--- src/rtl/demux_word_router.sv ---
// Purpose : steer a serial bit stream to one of two channels and pack WIDTH bits (LSB first) per word.
// Latency : the completing bit's acceptance edge loads outN_data/outN_valid (visible right after that edge).
// Backpr. : in_ready drops only when the selected channel's completing bit would overwrite an unconsumed word.
//
// Ports:
//   clk, rst_n                  clock, synchronous active-low reset
//   in_bit, in_sel, in_valid    serial bit, destination channel, bit valid
//   in_ready                    bit accepted this cycle (combinational from in_sel, outN_ready, state)
//   out0_data/valid/ready       channel 0 word handshake
//   out1_data/valid/ready       channel 1 word handshake
module demux_word_router #(
  parameter int WIDTH = 8
) (
  input  logic             clk,
  input  logic             rst_n,
  input  logic             in_bit,
  input  logic             in_sel,
  input  logic             in_valid,
  output logic             in_ready,
  output logic [WIDTH-1:0] out0_data,
  output logic             out0_valid,
  input  logic             out0_ready,
  output logic [WIDTH-1:0] out1_data,
  output logic             out1_valid,
  input  logic             out1_ready
);

  if (WIDTH < 2 || WIDTH > 32) begin : g_bad_width
    $error("demux_word_router: WIDTH must be within 2..32");
  end

  localparam int             CW   = (WIDTH > 2) ? $clog2(WIDTH) : 1;
  localparam logic [CW-1:0]  LAST = CW'(WIDTH - 1);

  // Per-channel state, index 0/1 = channel 0/1.
  logic [1:0][CW-1:0]    cnt_q;
  logic [1:0][WIDTH-2:0] sreg_q;
  logic [1:0][WIDTH-1:0] data_q;
  logic [1:0]            vld_q;

  logic [1:0]            out_rdy;
  logic [1:0]            at_last;
  logic [1:0]            take;
  logic [1:0][WIDTH-2:0] asm_next;
  logic                  sel_stall;

  assign out_rdy = {out1_ready, out0_ready};

  always_comb begin
    logic [WIDTH-1:0] cat;
    cat      = '0;
    at_last  = '0;
    take     = '0;
    asm_next = '0;
    for (int c = 0; c < 2; c++) begin
      at_last[c]  = (cnt_q[c] == LAST);
      take[c]     = in_valid & in_ready & (in_sel == c[0]);
      // Shift right so the first bit of a word ends up in bit 0 after WIDTH-1 shifts.
      cat         = {in_bit, sreg_q[c]};
      asm_next[c] = cat[WIDTH-1:1];
    end
  end

  // Only the selected channel can stall the input; the other channel's backpressure is irrelevant.
  assign sel_stall = at_last[in_sel] & vld_q[in_sel] & ~out_rdy[in_sel];
  assign in_ready  = rst_n & ~sel_stall;

  always_ff @(posedge clk) begin
    if (!rst_n) begin
      cnt_q  <= '0;
      sreg_q <= '0;
      data_q <= '0;
      vld_q  <= '0;
    end else begin
      for (int c = 0; c < 2; c++) begin
        if (take[c]) begin
          if (at_last[c]) begin
            data_q[c] <= {in_bit, sreg_q[c]};
            cnt_q[c]  <= '0;
          end else begin
            sreg_q[c] <= asm_next[c];
            cnt_q[c]  <= cnt_q[c] + CW'(1);
          end
        end
        // A completing bit wins over a same-edge consume: the new word replaces the old one.
        if (take[c] && at_last[c]) begin
          vld_q[c] <= 1'b1;
        end else if (out_rdy[c]) begin
          vld_q[c] <= 1'b0;
        end
      end
    end
  end

  assign out0_data  = data_q[0];
  assign out0_valid = vld_q[0];
  assign out1_data  = data_q[1];
  assign out1_valid = vld_q[1];

endmodule

--- config.mk ---
export PLATFORM = sky130hd
export DESIGN_NAME = demux_word_router
export DESIGN_NICKNAME = d
export VERILOG_FILES = /design/src/rtl/demux_word_router.sv
export SDC_FILE = /design/constraint.sdc
export NUM_CORES = 1
export LEC_CHECK = 0
export ABC_AREA = 1
export BUFFER_PORTS_ARGS = -buffer_cell sky130_fd_sc_hd__buf_2
export CAP_MARGIN = 40
export CORE_UTILIZATION = 50
export DETAILED_ROUTE_END_ITERATION = 12
export MAX_ROUTING_LAYER = met4
export PLACE_DENSITY_LB_ADDON = 0.15
export SLEW_MARGIN = 10
export SYNTH_ARGS = -nofsm -noshare
export SYNTH_HDL_FRONTEND = slang
export SYNTH_SLANG_ARGS = --single-unit
--- constraint.sdc ---
create_clock -name clk -period 1.73 [get_ports clk]
set_clock_uncertainty 0.2 [all_clocks]
set_input_delay 0.2595 -clock clk [delete_from_list [all_inputs] [get_ports clk]]
set_output_delay 0.2595 -clock clk [all_outputs]
set_load 0.02 [all_outputs]
==> impl_metrics.toml, run 1 <==
[outcome]
outcome = "complete, but fails checks"
violations = "negative setup slack"

[layout]
nFillCells = 214
area_growth_syn_to_layout_pct = 40.4
nets = 297
layoutNonFillerInstCount = 331
diodes = 0
design_area_um2 = 2360
layout-drive-gt1-share_pct = 37.6

[placed_design]
dp_cells = 305
port_buffers = 25
dp.final_hpwl_um = 2490
dpl_cell_area_um2 = 1960
gp_congestion = 0.819

[yosys]
synth_area_per_cell_um2 = 7.22
yosys.area.top_type = "dfxtp_1"
syn_area_um2 = 1680
syn_inst = 233
synth_common_cells = "nor2_1, nand2_1, dfxtp_1"
ys_seq_area_share_pct = 45.2
synth-edff-count = 0
yosysTopAreaCellShare_pct = 45.2
yosys_warnings = 0
yosys.cell_types.count = 20
synth_fp_nets = 244
async_reset_ff_share_pct = 0
ys_ff_latch = 38
ys_top_cells_by_area = "dfxtp_1, nor2_1, nand2_1"
yosysMostFrequentCell = "nor2_1"
ys.flop_type = "dfxtp_1"

[global_route]
grt_pass1_vias = 1520
grt_start_max_net_pins = 19
gr-total-overflow = 0
grt_pass1_wl_um = 6670
antenna_found_initial = 0
grt_usage_pct = 26.0

[drt]
first_iter_violations = 119
vias_per_cell = 5.19
drt_pass1_iterations = 4
remaining_drc_errors = 0
wl_per_cell_um = 13.6
vias = 1717
ant_nets = 0
wl_um = 4490

[floorplan]
dieWidth_um = 60.0
core_area_um2 = 3130
die_area_um2 = 3600
io_pins = 26
die_h_um = 60.0
rows = 20
initial_core_util_pct = 53.8

[power]
irDropWorstVdd_mv = 0.504
pwr_density_cell_nw_per_um2 = 684
power_w = 0.00162
power_leakage_nw = 0.988

[setup_path]
worstSetupPathType = "reg -> out"
required_ns = 1.27
cp-startpoint = "cnt_q[1]"
crit_fanout = 2
cp-end-kind = "output pin"
crit_arrival_ns = 1.58
r2r-start = "cnt_q[0]"
startpoint_type = "flop"

[sta]
clock.fmax_ghz = 0.490
fin_ws_ns = -0.310
hold_violations = 0
relSlewSlack_pct = 83.4
tns_ns = -9.99
drv_slew = 0
rsz0062_at_grt = "yes"
worst_pin_slew_ns = 0.248
fin_hold_ws_ns = 0.0453
fin_crit_ns = 2.04
post-route-period-util_pct = 118
finalSetupViolCount = 39

[cts]
clk_latency_ns = 0.36
h-tree-depth = 2
cts-buffers-inserted = 5
cts-root-buf = "clkbuf_4"
cts_num_sinks = 38
cts.path.max_buffers = 2
path_clk_slew_ns = 0.12
cts_tree = "done"

[job]
maxCapViolations = 0

[worst_hold_path]
hold_class = "in -> reg"
worstHoldStart = "out1_ready"
layout make-up:
| class | count | area (µm²) | share of cell area, % |
|---|---|---|---|
| clock buffer | 6 | 51.3 | 2.17 |
| clock inverter | 2 | 12.5 | 0.530 |
| inverter | 24 | 95.1 | 4.03 |
| multi-input combinational | 159 | 927 | 39.2 |
| sequential | 38 | 766 | 32.4 |
| tap | 44 | 55.1 | 2.33 |
| timing repair buffer | 58 | 455 | 19.3 |
flip-flops by register name (all words and copies together) (netlist names):
name       flops
asm_next      12
cnt_q          6
out0_data      8
out1_data      8
sreg_q         2
vld_q          2
worst max-delay path: stages (launching register included):
cell      delay (ns)
dfxtp_2         0.37
ha_4            0.14
ha_4            0.15
clkinv_4        0.06
nor2_4          0.09
nand2_2         0.08
nand3_2         0.09
buf_6           0.09
inv_2           0.03
buf_6           0.12
final timing paths:
| path | cells after the start | slack [ns] | end |
|---|---|---|---|
| max | 9 | -0.31 | in_ready |
| max reg2reg | 13 | -0.31 | out0_data[0] |
| min | 4 | 0.05 | vld_q[1] |
| min reg2reg | 2 | 0.27 | out0_data[0] |
layer usage:
layer	track usage (%)	share of wire (%)	up-vias
met4	13.0	1.6	0
met5	-	0	-
met1	33.4	44	774
met2	37.8	48	68
li1	-	-	864
met3	6.71	6.4	11
power breakdown:
group / switching [W] / total, W / leakage [nW] / internal [W]
combinational: 0.000111 / 0.000205 / 0.644 / 0.0000936
sequential: 0.0000137 / 0.000908 / 0.310 / 0.000894
clock: 0.000307 / 0.000502 / 0.0343 / 0.000195
through the flow:
step / util (%) / setup WS [ns]
finish: 75.5 / -0.310
global route: 75.5 / -0.401
CTS: 71.4 / -0.279
detailed placement: 62.6 / -0.144
global placement: 62.6 / -0.0886
floorplan: - / -0.0311
cells by family after synthesis:
| kind of cell | Yosys count | synth area share, % |
|---|---|---|
| compound gates | 13 | 3.87 |
| fa+ha+maj | 4 | 2.97 |
| buf+inv | 37 | 9.52 |
| flops | 38 | 45.2 |
| simple gates | 141 | 38.4 |
cell usage in the layout, fill, tap and decap left out, types with 7 or more instances in the layout:
cell type	n
a21oi_1	7
buf_2	24
buf_4	21
buf_6	8
dfxtp_1	34
inv_1	19
nand2_1	31
nand3_1	11
nand4_1	23
nor2_1	52
what timing repair did:
item	in CTS	in global routing
setup buffers	7	6
setup endpoints to repair	39	39
hold buffers	1	0
hold endpoints to repair	1	0
pin swaps	3	14
resized for setup	25	27
gates cloned	4	1
No activity file was read; power rests on OpenSTA's default activity.
==> run 2: changes to the inputs <==
--- a/config.mk
+++ b/config.mk
@@ -12,6 +12,7 @@
 export DETAILED_ROUTE_END_ITERATION = 12
 export MAX_ROUTING_LAYER = met4
 export PLACE_DENSITY_LB_ADDON = 0.15
+export RECOVER_POWER = 50
 export SLEW_MARGIN = 10
 export SYNTH_ARGS = -nofsm -noshare
 export SYNTH_HDL_FRONTEND = slang
==> impl_metrics.toml, run 2 (synthesized netlist as in run 1, its figures left out) <==
[sta]
worst_pin_slew_ns = 0.263
hold_violations = 0
drv_slew = 0
fin_crit_ns = 2.04
tns_ns = -9.98
relSlewSlack_pct = 82.6
fin_ws_ns = -0.310
finalSetupViolCount = 39
post-route-period-util_pct = 118
rsz0062_at_grt = "yes"
clock.fmax_ghz = 0.490

[drt]
topRoutingLayerUsed = "met4"
wl_met3_um = 229
vias_per_cell = 5.14
wl_met1_um = 2020
vias = 1701
wl_um = 4470
wl_per_cell_um = 13.5
ant_nets = 0
routed-wl-met2_um = 2160
drt_pass1_iterations = 4
remaining_drc_errors = 0
first_iter_violations = 122

[cts]
cts-root-buf = "clkbuf_4"
cts_num_sinks = 38
cts-buffers-inserted = 5
cts.path.max_buffers = 2
path_clk_slew_ns = 0.12
h-tree-depth = 2
clk_latency_ns = 0.36
cts_tree = "done"

[layout]
seq_area_um2 = 766
nets = 297
layout-drive-gt1-share_pct = 34.5
largest_reg_flops = 12
final_common_cell = "nor2_1"
utilization_pct = 75.2
nFillCells = 220
multiInputGateArea_um2 = 927
area_growth_syn_to_layout_pct = 39.7
diodes = 0
design_area_um2 = 2350
final_cell_mix = "nor2_1, dfxtp_1, nand2_1"

[global_route]
grt_start_max_net_pins = 19
grt_pass1_vias = 1520
antenna_found_initial = 0
grt_pass1_wl_um = 6670
gr-total-overflow = 0
grt_usage_pct = 26.0

[power]
pwr_density_cell_nw_per_um2 = 687
switchingPower_w = 0.000431
power_frac_seq_pct = 56.2
irDropWorstVdd_mv = 0.503
p_sw_share_pct = 26.7
combPwrFrac_pct = 12.7
p_int_w = 0.00118
pwr-share-clk_pct = 31.1
power_leakage_nw = 0.948

[floorplan]
die_area_um2 = 3600
initial_core_util_pct = 53.8
dieWidth_um = 60.0
die_h_um = 60.0
core_area_um2 = 3130
io_pins = 26
rows = 20

[placed_design]
gp_congestion = 0.819
dp.final_hpwl_um = 2490
port_buffers = 25
dpl_cell_area_um2 = 1960

[setup_path]
r2r-start = "cnt_q[0]"
rr_worst_depth = 13
crit_fanout = 2
crit_path_max_incr_delay_ns = 0.37
worstSetupPathType = "reg -> out"
crit_arrival_ns = 1.58
required_ns = 1.27
path_buf_inv = 4
startpoint_type = "flop"
reg2reg_to = "out0_data[0]"
r2r_setup_slack_ns = -0.31
cp_cell_sequence = "ha_4 -> ha_4 -> clkinv_4 -> nor2_4 -> nand2_2 -> nand3_2 -> buf_6 -> inv_2 -> buf_6"
cp_top_family = "flip-flops"
crit_slowest_cell = "dfxtp_2"
cp-end-kind = "output pin"

[job]
maxCapViolations = 0

[worst_hold_path]
hold_class = "in -> reg"
worstHoldStart = "out1_ready"
min_delay_path_depth = 4
hold_end = "vld_q[1]"

[outcome]
outcome = "complete, but fails checks"
violations = "negative setup slack"
==> run 2: timing repair <==
action                                 4_1_cts  5_1_grt
endpoints found under the hold margin        1        0
resized for setup                           25       27
gates cloned                                 4        1
setup endpoints to repair                   39       39
pin swaps                                    3       14
setup buffers                                7        6
hold buffers                                 1        0
==> run 2: worst reg2reg max path, stage by stage, from the launching register on <==
cell,delay (ns)
dfxtp_2,0.35
ha_4,0.16
ha_4,0.17
clkinv_4,0.05
nor2_4,0.03
nand2_2,0.09
nand3_2,0.09
buf_6,0.13
nor2_4,0.18
buf_12,0.15
buf_8,0.10
nand2_8,0.09
nand2_1,0.08
a21oi_1,0.06
==> run 2: final cells by class <==
type	instances	share of cell area [%]
multi-input combinational	159	39.4
sequential	38	32.6
timing repair buffer	58	18.9
inverter	24	4.04
tap	44	2.34
clock buffer	6	2.18
clock inverter	2	0.532
==> run 2: worst max-delay path by stage <==
stage	slack [ns]	startpoint	end	cells after the start
global placement	-0.09	cnt_q[3]	out0_data[0]	10
CTS	-0.28	cnt_q[0]	in_ready	9
detailed placement	-0.14	cnt_q[3]	asm_next[10]	11
floorplan	-0.03	cnt_q[0]	out1_data[6]	12
global route	-0.40	cnt_q[1]	in_ready	9
finish	-0.31	cnt_q[1]	in_ready	9
==> run 2: stage by stage <==
step | total power [W] | setup WS [ns] | cells | hold slack, ns
2_1_floorplan | 0.00103 | -0.0311 | 233 | 0.218
3_3_place_gp | 0.00107 | -0.0886 | 305 | 0.252
3_5_place_dp | 0.00107 | -0.144 | 305 | 0.256
4_1_cts | 0.00160 | -0.279 | 325 | 0.0135
5_1_grt | 0.00168 | -0.401 | 331 | 0.0652
6_report | 0.00161 | -0.310 | 331 | 0.0449
==> run 2: power by group through the flow <==
stage	clock, W	combinational (W)	sequential [W]
global route	0.000550	0.000224	0.000910
floorplan	0	0.000103	0.000924
CTS	0.000506	0.000188	0.000907
detailed placement	0	0.000143	0.000926
finish	0.000501	0.000205	0.000908
global placement	0	0.000140	0.000925
==> run 2: layer usage <==
layer | GRT usage, % | vias to the layer above
met1 | 33.4 | 776
met3 | 6.71 | 9
met2 | 37.8 | 54
met4 | 13.0 | 0
li1 | - | 862
met5 | - | -
